**src/rtl/cnt_sched.sv**
```systemverilog
// Shared up-counter with a two-requester round-robin arbiter.
// The winning requester owns the counter until its terminal count is reached or it withdraws.
module cnt_sched #(
    parameter int WIDTH = 4
) (
    input  logic             CLK,
    input  logic             RST,
    input  logic             REQ0,
    input  logic [WIDTH-1:0] LEN0,
    input  logic             REQ1,
    input  logic [WIDTH-1:0] LEN1,
    output logic             GNT0,
    output logic             GNT1,
    output logic             DONE0,
    output logic             DONE1,
    output logic             BUSY,
    output logic [WIDTH-1:0] CNT,
    output logic [1:0]       dbg_state
);

    typedef enum logic [1:0] {
        S_IDLE = 2'd0,
        S_RUN  = 2'd1,
        S_DONE = 2'd2
    } state_t;

    state_t           state, state_n;
    logic             owner, owner_n;   // 0: requester 0 owns the counter, 1: requester 1
    logic             last, last_n;     // requester granted most recently
    logic             gnt0_n, gnt1_n, done0_n, done1_n, busy_n;
    logic [WIDTH-1:0] cnt_n, len_r, len_n;
    logic             pick, owner_req;

    assign dbg_state = state;
    assign owner_req = owner ? REQ1 : REQ0;
    // With both requesting, the one not served last wins; otherwise the sole requester wins.
    assign pick      = (REQ0 && REQ1) ? ~last : REQ1;

    always_comb begin
        state_n = state;
        owner_n = owner;
        last_n  = last;
        gnt0_n  = GNT0;
        gnt1_n  = GNT1;
        done0_n = 1'b0;
        done1_n = 1'b0;
        cnt_n   = CNT;
        len_n   = len_r;
        case (state)
            S_IDLE: begin
                gnt0_n = 1'b0;
                gnt1_n = 1'b0;
                cnt_n  = '0;
                if (REQ0 || REQ1) begin
                    state_n = S_RUN;
                    owner_n = pick;
                    last_n  = pick;
                    gnt0_n  = ~pick;
                    gnt1_n  = pick;
                    len_n   = pick ? LEN1 : LEN0;
                end
            end
            S_RUN: begin
                // A withdrawn request wins over a terminal count in the same cycle.
                if (!owner_req) begin
                    state_n = S_IDLE;
                    gnt0_n  = 1'b0;
                    gnt1_n  = 1'b0;
                    cnt_n   = '0;
                end else if (CNT == len_r) begin
                    state_n = S_DONE;
                    done0_n = ~owner;
                    done1_n = owner;
                end else begin
                    cnt_n = CNT + 1'b1;
                end
            end
            S_DONE: begin
                state_n = S_IDLE;
                gnt0_n  = 1'b0;
                gnt1_n  = 1'b0;
                cnt_n   = '0;
            end
            default: begin
                state_n = S_IDLE;
                gnt0_n  = 1'b0;
                gnt1_n  = 1'b0;
                cnt_n   = '0;
            end
        endcase
        busy_n = (state_n != S_IDLE);
    end

    always_ff @(posedge CLK) begin
        if (RST) begin
            state <= S_IDLE;
            owner <= 1'b0;
            last  <= 1'b1;
            GNT0  <= 1'b0;
            GNT1  <= 1'b0;
            DONE0 <= 1'b0;
            DONE1 <= 1'b0;
            BUSY  <= 1'b0;
            CNT   <= '0;
            len_r <= '0;
        end else begin
            state <= state_n;
            owner <= owner_n;
            last  <= last_n;
            GNT0  <= gnt0_n;
            GNT1  <= gnt1_n;
            DONE0 <= done0_n;
            DONE1 <= done1_n;
            BUSY  <= busy_n;
            CNT   <= cnt_n;
            len_r <= len_n;
        end
    end

endmodule

```
**config.mk**
```make
export PLATFORM = sky130hd
export DESIGN_NAME = cnt_sched
export DESIGN_NICKNAME = d
export VERILOG_FILES = /design/src/rtl/cnt_sched.sv
export SDC_FILE = /design/constraint.sdc
export NUM_CORES = 1
export LEC_CHECK = 0
export CORE_AREA = 2 2 56 58
export CTS_BUF_LIST = sky130_fd_sc_hd__clkbuf_8
export CTS_CLUSTER_SIZE = 28
export DETAILED_ROUTE_END_ITERATION = 10
export DIE_AREA = 0 0 58 60
export HOLD_SLACK_MARGIN = 0.03
export PLACE_DENSITY = 0.47
export SLEW_MARGIN = 20
export SYNTH_ARGS = -nofsm -noshare
export SYNTH_HDL_FRONTEND = slang
export SYNTH_SLANG_ARGS = --single-unit
```
**constraint.sdc**
```tcl
create_clock -name CLK -period 1.7 [get_ports CLK]
set_clock_uncertainty 0.1 [all_clocks]
set_input_delay 0.34 -clock CLK [delete_from_list [all_inputs] [get_ports CLK]]
set_output_delay 0.34 -clock CLK [all_outputs]
set_load 0.05 [all_outputs]
```
==> impl_metrics.ini <==
[grt]
grt_pass1_wl_um = 2590
grt_pass1_vias = 576
grt_max_degree = 10
grt_overflow = 0
grt.total_usage_pct = 9.90
antenna_found_initial = 0

[timing]
slew_violations = 0
setup_violations = 0
fmax_mhz = 626
min_period_ps = 1600
setup_slack_ps = 102
rsz0062_at_grt = no
post-route-period-util_pct = 94.0
maxSlewHeadroom_pct = 65.8
worst_pin_slew_ps = 510
holdWs_ps = 384
hold_viol_final = 0

[placed_design]
io_buffer_count = 22
dp_hpwl_um = 1250
gp_congestion = 0.713
place_ws_ps = -156

[floorplan]
ios = 23
die_area_um2 = 3480
rows = 20
start_util_pct = 23.7
die_y_um = 60
core_area_um2 = 2900
die_x_um = 58

[clock_tree]
cts_root_buf = clkbuf_8
htreeDepth = 1
clk_pin_slew_ps = 70
cts-buffers-inserted = 3
cts_buffer_depth = 2
clkLatencyLatePin_ps = 250
cts_tree = built
cts_sinks = 17
postCtsSetupRepairBufs = 0
cts-hold-fix-buffers = 0

[synth]
synth.most_common_cell = dfxtp_1
synth_area_per_cell_um2 = 9.97
synth_common_cells = dfxtp_1 (17), nor2_1 (11), a21oi_1 (5), xor2_1 (5), a222oi_1 (4)
synth-seq-area-share_pct = 49.5
netlist_area_um2 = 688
synth_cell_types = 25
yosys.area.top_type = dfxtp_1
ys_top_cells_by_area = dfxtp_1 (49%), xor2_1 (6.4%), nor2_1 (6.0%)
synth_edf_count = 0
async_flop_share_pct = 0
synthCells = 69
synth-seq-cells = 17
yosys_warnings = 0
syn_nets = 82
netlist.area_leader.share_pct = 49.5
synth_flop_cell = dfxtp_1

[cells_and_area]
nFillCells = 307
drive_gt1_share_pct = 26.0
antennaDiodeCount = 0
fin_nets = 114
syn2layout_area_growth_pct = 59.6

[drt]
via_per_inst = 4.65
via_count = 618
drt_iter0_drc = 15
postRouteAntennaNets = 0
dr.pass1.iters = 4
post_drt_wl_per_cell_um = 11.7
wl_um = 1560
drc_errors = 0

[power_and_ir_drop]
p_leak_uw = 0.000465
powerDensity_nw_per_um2 = 905
ir_drop_mv = 0.477

[critical_path]
start_kind = primary input
arrival_ps = 1670
crit_type = in2reg
crit_slowest_cell = or4b_1
worst_r2r_path_depth = 5
reg2reg_to = CNT[3]$_SDFFE_PP0N_
end_kind = register
required_ps = 1770
reg2reg_from = CNT[3]$_SDFFE_PP0N_
max_stage_delay_ps = 570
crit_chain = clkdlybuf4s50_1 > mux2i_1 > or4b_1 > a21oi_1
reg2reg_slack_ps = 180
crit_fanout = 4

[hold_path]
min_from = last$_SDFFE_PP1P_
hold_depth = 1
hold_end = last$_SDFFE_PP1P_
holdCritPathClass = reg2reg

[run_status]
outcome = finished clean

[job]
drv_cap = 0
## worst max-delay path: cells and delay by family
family,cells,cell delay (ps)
buffers and inverters,1,470
and+or+nand+nor,1,570
AOI/OAI and AO/OA,1,160
muxes,1,120
## cell families after synthesis
| family | Yosys count | synth area share (%) |
|---|---|---|
| compound gates | 15 | 15.3 |
| xor+xnor | 5 | 6.36 |
| simple gates | 26 | 22.5 |
| fa+ha+maj | 1 | 1.82 |
| flops | 17 | 49.5 |
| buf+inv | 3 | 1.64 |
| mux | 2 | 2.91 |
## final cells by class
| type | instances | area (um^2) | area share [%] |
|---|---|---|---|
| tap | 33 | 41.3 | 3.76 |
| sequential | 17 | 344 | 31.3 |
| timing repair buffer | 29 | 320 | 29.2 |
| clock inverter | 1 | 3.75 | 0.342 |
| inverter | 1 | 3.75 | 0.342 |
| multi-input combinational | 49 | 344 | 31.3 |
| clock buffer | 3 | 41.3 | 3.76 |
## cell usage in the layout (no fill, tap or decap)
| master | instances |
|---|---|
| nand3_1 | 1 |
| clkdlybuf4s50_1 | 11 |
| a211o_1 | 1 |
| and2b_1 | 1 |
| xor2_1 | 4 |
| a222oi_1 | 4 |
| or4b_1 | 1 |
| dfxtp_2 | 3 |
| o21ai_0 | 2 |
| and2_1 | 1 |
| buf_12 | 6 |
| nand2_1 | 1 |
| a211oi_1 | 1 |
| and3_1 | 3 |
| nor4b_1 | 1 |
| dfxtp_1 | 14 |
| ha_1 | 1 |
| or3_1 | 2 |
| buf_4 | 12 |
| a21oi_1 | 5 |
| inv_1 | 2 |
| o21ai_1 | 1 |
| a2111oi_0 | 1 |
| xor2_2 | 1 |
| nor3b_1 | 1 |
| clkbuf_8 | 3 |
| nand2b_1 | 2 |
| mux2i_1 | 2 |
| nor4_4 | 1 |
| nor2_1 | 11 |
## per-stage QoR
stage	TNS (ps)	instance area (um^2)	power, uW	instances	util (%)
floorplan	0	692	601	69	-
global placement	-951	1050	708	129	36.0
detailed placement	-1070	1050	710	129	36.0
CTS	0	1090	1010	133	37.6
global route	0	1100	1050	133	37.8
finish	0	1100	995	133	37.8
## state kept, by name, indices dropped and copies added, names as in the netlist
register   count
BUSY           1
CNT            4
DONE0          1
DONE1          1
GNT0           1
GNT1           1
dbg_state      2
last           1
len_r          4
owner          1
## how the worst max path moves through the flow
stage	startpoint	to	slack, ps	depth (start not counted)
after global routing	REQ0	len_r[2]$_SDFFE_PP0P_	0.2	5
after detailed placement	REQ1	CNT[2]$_SDFFE_PP0N_	-160	4
after floorplan	CNT[3]$_SDFFE_PP0N_	CNT[3]$_SDFFE_PP0N_	60	4
after global placement	REQ1	CNT[1]$_SDFFE_PP0N_	-130	4
final	REQ1	CNT[2]$_SDFFE_PP0N_	100	4
after CTS	CNT[3]$_SDFFE_PP0N_	CNT[3]$_SDFFE_PP0N_	100	5
## repair_timing
item                       4_1_cts  5_1_grt
hold endpoints to repair         0        0
setup endpoints to repair        0        1
resized for setup                0        1
## power by group
part	internal, uW	leakage, uW	switching, uW	total (uW)
Clock	160	0.0000269	134	294
Sequential	427	0.000141	24.5	451
Combinational	122	0.000297	127	249
## routing by layer
metal	routed length [um]	vias to the layer above	GRT usage [%]
met3	93	2	2.81
met5	0	-	0
met1	767	279	12.9
met2	678	20	15.9
li1	-	317	-
met4	14	0	2.99
Note: power is estimated with default switching activity, not from simulation.
